## src/rtl/cla_add_sequencer_pkg.sv

```systemverilog
// Shared constants for the sequential CLA adder: FSM state
// encodings and the width of the lookahead slice.
package cla_add_sequencer_pkg;

  localparam int SLICE_W = 4;

  typedef enum logic [1:0] {
    IDLE = 2'd0,
    RUN  = 2'd1,
    DONE = 2'd2
  } seq_state_t;

endpackage

```

## src/rtl/cla_add_sequencer_slice.sv

```systemverilog
// cla4_slice: 4-bit carry-lookahead adder slice.
// Ports: a,b[3:0], ci in; s[3:0], co (carry out), c3 (carry into bit 3).
module cla4_slice
  import cla_add_sequencer_pkg::*;
(
  input  logic [SLICE_W-1:0] a,
  input  logic [SLICE_W-1:0] b,
  input  logic               ci,
  output logic [SLICE_W-1:0] s,
  output logic               co,
  output logic               c3
);

  logic [SLICE_W-1:0] g;
  logic [SLICE_W-1:0] p;
  logic [SLICE_W:0]   c;

  for (genvar i = 0; i < SLICE_W; i++) begin : g_gp
    assign g[i] = a[i] & b[i];
    assign p[i] = a[i] ^ b[i];
  end

  // Every carry is a flat function of g, p and ci; no bit waits on another.
  assign c[0] = ci;
  assign c[1] = g[0] | (p[0] & ci);
  assign c[2] = g[1] | (p[1] & g[0])
              | (p[1] & p[0] & ci);
  assign c[3] = g[2] | (p[2] & g[1])
              | (p[2] & p[1] & g[0])
              | (p[2] & p[1] & p[0] & ci);
  assign c[4] = g[3] | (p[3] & g[2])
              | (p[3] & p[2] & g[1])
              | (p[3] & p[2] & p[1] & g[0])
              | (p[3] & p[2] & p[1] & p[0] & ci);

  assign s  = p ^ c[SLICE_W-1:0];
  assign co = c[4];
  assign c3 = c[3];

endmodule

```

## src/rtl/cla_add_sequencer.sv

```systemverilog
// Sequential adder: {cout,sum} = a + b + cin, one nibble per cycle
// through a single cla4_slice, LSB nibble first. Handshake on
// in_valid/in_ready and out_valid/out_ready; sync active-low rst_n.
// Ports: clk, rst_n, in_valid, in_ready, a, b, cin,
//        out_valid, out_ready, sum, cout, ovf (CLA_SEQ_OVF_EN only).
module cla_add_sequencer
  import cla_add_sequencer_pkg::*;
#(
  parameter int WIDTH = 16
) (
  input  logic             clk,
  input  logic             rst_n,
  input  logic             in_valid,
  output logic             in_ready,
  input  logic [WIDTH-1:0] a,
  input  logic [WIDTH-1:0] b,
  input  logic             cin,
  output logic             out_valid,
  input  logic             out_ready,
  output logic [WIDTH-1:0] sum,
  output logic             cout
`ifdef CLA_SEQ_OVF_EN
  ,
  output logic             ovf
`endif
);

  localparam int NIB = WIDTH / SLICE_W;
  localparam int CW  = $clog2(NIB);
  localparam logic [CW-1:0] LAST = CW'(NIB - 1);

  seq_state_t      state;
  logic [CW-1:0]   cnt;
  logic [CW+1:0]   base;
  logic            carry;
  logic [WIDTH-1:0] a_q;
  logic [WIDTH-1:0] b_q;
  logic [SLICE_W-1:0] s_n;
  logic            co_n;
  logic            c3_n;

  assign base = {cnt, 2'b00};

  cla4_slice u_slice (
    .a  (a_q[base +: SLICE_W]),
    .b  (b_q[base +: SLICE_W]),
    .ci (carry),
    .s  (s_n),
    .co (co_n),
    .c3 (c3_n)
  );

  assign in_ready = rst_n & (state == IDLE);

  always_ff @(posedge clk) begin
    if (!rst_n) begin
      state     <= IDLE;
      cnt       <= '0;
      carry     <= 1'b0;
      sum       <= '0;
      cout      <= 1'b0;
      out_valid <= 1'b0;
      a_q       <= '0;
      b_q       <= '0;
`ifdef CLA_SEQ_OVF_EN
      ovf       <= 1'b0;
`endif
    end else begin
      unique case (state)
        IDLE: begin
          if (in_valid) begin
            a_q   <= a;
            b_q   <= b;
            carry <= cin;
            cnt   <= '0;
            state <= RUN;
          end
        end
        RUN: begin
          sum[base +: SLICE_W] <= s_n;
          carry <= co_n;
          if (cnt == LAST) begin
            cnt       <= '0;
            cout      <= co_n;
            out_valid <= 1'b1;
            state     <= DONE;
`ifdef CLA_SEQ_OVF_EN
            ovf       <= c3_n ^ co_n;
`endif
          end else begin
            cnt <= cnt + CW'(1);
          end
        end
        DONE: begin
          if (out_ready) begin
            out_valid <= 1'b0;
            state     <= IDLE;
          end
        end
        default: state <= IDLE;
      endcase
    end
  end

`ifndef CLA_SEQ_OVF_EN
  // Carry into the MSB only feeds overflow detection.
  logic unused_c3;
  assign unused_c3 = c3_n;
`endif

endmodule
```

## config.mk

```make
export PLATFORM = sky130hd
export DESIGN_NAME = cla_add_sequencer
export DESIGN_NICKNAME = d
export VERILOG_FILES = /design/src/rtl/cla_add_sequencer_pkg.sv /design/src/rtl/cla_add_sequencer_slice.sv /design/src/rtl/cla_add_sequencer.sv
export SDC_FILE = /design/constraint.sdc
export NUM_CORES = 1
export LEC_CHECK = 0
export ABC_AREA = 0
export CAP_MARGIN = 15
export CORE_MARGIN = 2
export CORE_UTILIZATION = 29
export DETAILED_ROUTE_END_ITERATION = 10
export RECOVER_POWER = 25
export REMOVE_ABC_BUFFERS = 1
export SYNTH_ARGS = -nofsm -noshare
export SYNTH_HDL_FRONTEND = slang
export SYNTH_HIERARCHICAL = 1
export SYNTH_SLANG_ARGS = --single-unit
```

## constraint.sdc

```tcl
create_clock -name clk -period 2.2 [get_ports clk]
set_input_delay 0.55 -clock clk [delete_from_list [all_inputs] [get_ports clk]]
set_output_delay 0.55 -clock clk [all_outputs]
set_load 0.01 [all_outputs]
```

**Word level (Yosys, flattened, before mapping)**

Cells that the tools add are included.

- Flip-flop bits (word level): 55
- Input bits: 37
- Output and inout port bits: 19
- Logic and storage cells: 77

- $add $sub $neg: 2
- Eq/ne operators: 6
- Shift-type cells: 4
- Mux-type cells: 13
- Bitwise gates (word level): 36
- Reduce and logical (&&, ||, !) cells: 8

Operators with widths:

| kind | number |
|---|---|
| 16-bit by 5-bit indexed part select with 4-bit output | 2 |
| 1-bit bitwise AND | 21 |
| 16-bit bitwise mux | 1 |
| 4-bit by 6-bit variable shift with 16-bit output (first input constant) | 1 |
| 4-bit by 6-bit indexed part select with 16-bit output | 1 |
| 2-bit 2-to-1 mux | 5 |
| 1-bit bitwise OR | 10 |
| 2-bit inequality test (second input constant) | 3 |
| 4-bit negation with 6-bit output | 1 |
| 2-bit one-hot mux with 3 select lines | 1 |
| 2-bit AND reduction | 3 |
| 3-bit AND reduction | 2 |
| 2-bit equality test (second input constant) | 2 |
| 1-bit one-hot mux with 2 select lines | 2 |
| 2-bit one-hot mux with 2 select lines | 1 |
| 2-bit nonzero test | 2 |
| 1-bit XOR | 4 |
| 4-bit XOR | 1 |
| 1-bit 2-to-1 mux | 3 |
| 2-bit by 1-bit adder with 2-bit output (second input constant) | 1 |
| 2-bit by 1-bit equality test with 1-bit output (second input constant) | 1 |
| 2-bit logical NOT | 1 |

**Longest topological paths before layout**

- Depth in word-level cells: 9
- Depth in mapped cells: 10
- Gate-level depth less buffers: 8

**By module**

Netlist, hierarchy kept.

By module, submodules not included:

| module | times used | cells each | area an instance (um^2) | sequential area each (um^2) |
|---|---|---|---|---|
| cla_add_sequencer | 1 | 271 | 2382.3 | 1101.1 |
| cla4_slice | 1 | 18 | 155.1 | 0.0 |

**Worst setup path before layout**

Ideal clock, no wire load.

- Kind: register to register
- Start point: reg cnt[0]
- End point: reg sum[15]
- Library setup time: 117 ps
- Data arrival time: 2278 ps
- Data required time: 2083 ps
- Setup slack: -195 ps
- Stages on the path, launching flop included: 10
- Path buffers: 1
- Period minus slack after synthesis: 2395 ps
- Cell sequence: dfxtp_1 > buf_6 > mux4_1 > ha_1 > a211oi_2 > o21bai_2 > xor2_1 > nand4b_1 > nor2_1 > a32o_1

- Word-level cells in the longest chain between the ends: 9
- Elaborated cells between the ends (all ways): 29
- Those cells by class: add/sub (1); shift (4); mux (1); bitwise (23)

Ends and longest elaborated chain:

| item | RTL line | source |
|---|---|---|
| start, declared | cla_add_sequencer.sv:33 | `logic [CW-1:0] cnt;` |
| start signal, assigned | cla_add_sequencer.sv:91 | `cnt <= cnt + CW'(1);` |
| 16-bit by 5-bit indexed part select with 4-bit output (on tied branches) | cla_add_sequencer.sv:45, cla_add_sequencer.sv:46 |  |
| 1-bit XOR / 1-bit bitwise AND (equally long branches) | cla_add_sequencer_slice.sv:20, cla_add_sequencer_slice.sv:19 |  |
| 1-bit bitwise AND (on tied branches) | cla_add_sequencer_slice.sv:28, cla_add_sequencer_slice.sv:29, cla_add_sequencer_slice.sv:30 |  |
| 1-bit bitwise OR, or another cell as far along | cla_add_sequencer_slice.sv:28 | `assign c[3] = g[2] \| (p[2] & g[1])` |
| 1-bit bitwise OR / 1-bit bitwise AND (equally long branches) | cla_add_sequencer_slice.sv:29, cla_add_sequencer_slice.sv:30 |  |
| 1-bit bitwise OR (*) | cla_add_sequencer_slice.sv:30 | `\| (p[2] & p[1] & p[0] & ci);` |
| net c3_n | cla_add_sequencer.sv:40 | `logic c3_n;` |
| 4-bit XOR (*) | cla_add_sequencer_slice.sv:36 | `assign s = p ^ c[SLICE_W-1:0];` |
| net s_n[3] | cla_add_sequencer.sv:38 | `logic [SLICE_W-1:0] s_n;` |
| 4-bit by 6-bit indexed part select with 16-bit output (*) | cla_add_sequencer.sv:80 | `sum[base +: SLICE_W] <= s_n;` |
| 16-bit bitwise mux (*) | cla_add_sequencer.sv:80 |  |
| end signal, assigned by index | cla_add_sequencer.sv:80 |  |
| end, declared | cla_add_sequencer.sv:20 | `output logic [WIDTH-1:0] sum,` |

Mark *: on every way through the listed nets, which the timed path passes. The rest lies on a longest branch.
A chain may end at the register's enable or synchronous reset.

**Final worst setup path**

Ends and elaborated chain as after synthesis.

==> summary.txt <==
Setup path
  • Crit Reg-Reg Endpoint: sum[15]
  • Delay-heaviest family, CP: multiplexers
  • Worst-path cell chain: mux4_2 > ha_4 > a211oi_4 > o21bai_2 > xor2_1 > nand4b_1 > nor2_1 > a32o_1
  • Startpoint Class: flip-flop
  • Setup slack, reg-to-reg: -0.08 ns
  • Critical path depth in cells: 8
  • Slowest CP cell: mux4_2
  • Worst EP arrival: 2.48 ns
  • Reg2Reg Depth: 8
  • Critical Path Source: cnt[0]
  • CP Class: flip-flop to flip-flop
  • Crit path capture type: flip-flop
  • FF-to-FF Start: cnt[0]
  • Buffers & Inverters on Critical Path: 0
  • Crit path max fanout: 7
  • Worst path max stage delay: 0.57 ns
  • Critical Path RT: 2.40 ns

STA
  • Max Freq: 0.439 GHz
  • Worst Tran Pin Value: 0.628 ns
  • Max Slew Vio Count: 0
  • Clock skew: 0.0119 ns
  • WHS: 0.457 ns
  • Setup TNS: -0.272 ns
  • RSZ-0062 raised after global routing: true
  • Final Setup Violations: 5
  • Final hold viol count: 0
  • Final Cycle Share: 104%
  • Final worst-path setup slack: -0.0776 ns
  • Clock period minus worst slack: 2.28 ns
  • Worst rel slew slack: 58.1%

Cells and area
  • Final net count: 398
  • Post-Layout Cell Count: 459
  • ANT cells: 0
  • Area grow syn2layout: 34.4%
  • Share of cells above drive strength 1: 12.0%
  • Cell area after layout: 3410 um2
  • Core Util, Final: 39.7%
  • Fillers: 866

Global route
  • Gr usage total: 12.2%
  • Vias in the first global route: 2130
  • Largest net degree at the start of global routing: 33
  • Grt total ovfl: 0
  • First-pass GRT wire length: 9.78 mm
  • Initial antenna violation count: 0

CTS
  • Cts bufs inserted: 5
  • Root buffer cell: clkbuf_8
  • Clock buffer depth: 2
  • Clock Sinks: 55
  • H-tree Lvls: 2
  • Clock Latency Late Sink: 0.30 ns
  • CTS tree: built
  • Clk slew on worst S/H paths: 0.10 ns

Pwr
  • Static Leak: 1.29 nW
  • Overall Power: 2.12 mW
  • Net Sw Power: 0.518 mW
  • Cell Int Power: 1.60 mW
  • Clk pwr share: 32.1%
  • Switching part of the total: 24.4%
  • Part of the power in registers: 50.3%
  • Worst VDD drop: 327 uV
  • P per Cell Area: 622 nW/um2
  • Comb pwr share: 17.6%

Synthesis
  • Largest cells by area after synthesis: dfxtp_1 43%, nand2_1 12%, a21oi_1 7.7%
  • FFs w/ async S/R, synth: 0%
  • Register area share after synthesis: 43.4%
  • Most common library cells after synthesis: 82 x nand2_1, 55 x dfxtp_1, 39 x a21oi_1, 11 x nor2_1, 10 x ha_1
  • Flip-flop and latch count after synthesis: 55
  • Mean post-synth cell area: 8.78 um2
  • Post-Syn Area: 2540 um2
  • Ys flop type: dfxtp_1
  • Synthesized netlist cell count: 289
  • EDFF count, synth: 0
  • YS warnings: 6
  • Synth unique cells: 43
  • Post-synth top area cell: dfxtp_1
  • Area share of the largest cell type after synthesis: 43.4%
  • Most common cell in the netlist: nand2_1

Placed design
  • Placed insts: 450
  • Placement Setup Slack: -0.329 ns
  • Placed Area: 3270 um2
  • Port bufs: 55
  • DPL Wire Length: 4.27 mm
  • Routability congestion estimate from global placement: 0.790

Die
  • Chip height: 97.5 um
  • Core footprint: 8590 um2
  • Die width: 97.5 um
  • Starting Density: 29.5%
  • Row Count: 34
  • Num ports: 56
  • Die area: 9510 um2

Min path
  • Hold Path Class: flip-flop to flip-flop
  • Worst hold path startpoint: a_q[11]
  • Hold depth: 2
  • Worst Hold Path EP: a_q[11]

Detailed routing
  • Vias/cell: 4.71
  • Initial drt markers: 76
  • Routed WL: 5.68 mm
  • Vias: 2161
  • DRC viols: 0
  • Routed length per instance: 12.4 um
  • First-pass DRT Iterations: 5
  • Post-route ant nets: 0

Run
  • Max-cap viol count: 0

Outcome
  • Status: complete, but fails checks
  • Failing checks: negative setup slack
==> cells in the final DEF (no fill, tap or decap), drive strengths merged, types with 2 or more instances in the layout <==
cell and instances:
nor2 11, nand4 5, mux4 8, o31ai 2
dfxtp 55, inv 10, o22ai 9, nand3 5
o21bai 2, xor2 2, ha 10, a21oi 39
buf 15, nand2 82, nor2b 3, o21ai 3
a22oi 2, clkdlybuf4s50 53, nand3b 2, nand2b 2
and3b 3, clkbuf 8
==> power by group through the flow <==
| stage | logic, mW | clock network, mW | registers, mW |
|---|---|---|---|
| after CTS | 0.372 | 0.697 | 1.07 |
| after floorplan | 0.176 | 0 | 1.09 |
| after global placement | 0.360 | 0 | 1.09 |
| after detailed placement | 0.364 | 0 | 1.09 |
| after global routing | 0.414 | 0.741 | 1.07 |
| final | 0.373 | 0.682 | 1.07 |
==> layout make-up <==
class                      instances  area [um2]  area share, %
multi-input combinational        206        1320           38.8
sequential                        55        1100           32.4
timing repair buffer              72         688           20.2
tap                              108         135           3.96
clock buffer                       6        82.6           2.42
inverter                          10        40.0           1.17
clock inverter                     2        35.0           1.03
==> flip-flops by register name, summed over array words and instances, names as in the netlist <==
register,cells
carry,1
cnt,2
sum,16
state,2
out_valid,1
b_q,16
cout,1
a_q,16
==> kinds of logic (layout without fill, tap and decap cells) <==
kind of cell             Yosys count  after routing  share of synthesized area [%]
AND/OR/NAND/NOR                  120            120                           21.4
adder cells (fa/ha/maj)           11             11                           5.72
buffers and inverters             28             90                           5.33
flip-flops                        55             55                           43.4
AO/OA/AOI/OAI                     64             64                           15.2
XOR/XNOR                           3              3                           1.04
multiplexers                       8              8                           7.99
==> repair_timing <==
action	4_1_cts	5_1_grt
buffers inserted	1	0
hold buffers	0	0
pin swaps	6	10
hold endpoints to repair	0	0
gates resized for setup	8	6
setup endpoints to repair	14	12
==> worst min-delay path: cells and delay by family, from the launching register on <==
family             cells  cell delay, ns
and+or+nand+nor        1            0.05
DFF                    1            0.32
AOI/OAI and AO/OA      1            0.05
==> routing by layer <==
layer  vias up  GRT usage, %  part of all wire [%]
li1       1109             -                     -
met1       997          15.9                    47
met2        49          20.6                    47
met3         6          2.52                   5.1
met4         0          3.31                  0.97
met5         -             0                     0
==> worst max path at each step <==
stage / to / slack (ns)
2_1_floorplan: sum[15] / -0.52
3_3_place_gp: sum[15] / -0.24
3_5_place_dp: sum[15] / -0.33
4_1_cts: sum[7] / -0.13
5_1_grt: sum[15] / -0.18
6_report: sum[15] / -0.08
Note: power is estimated with default switching activity, not from simulation.
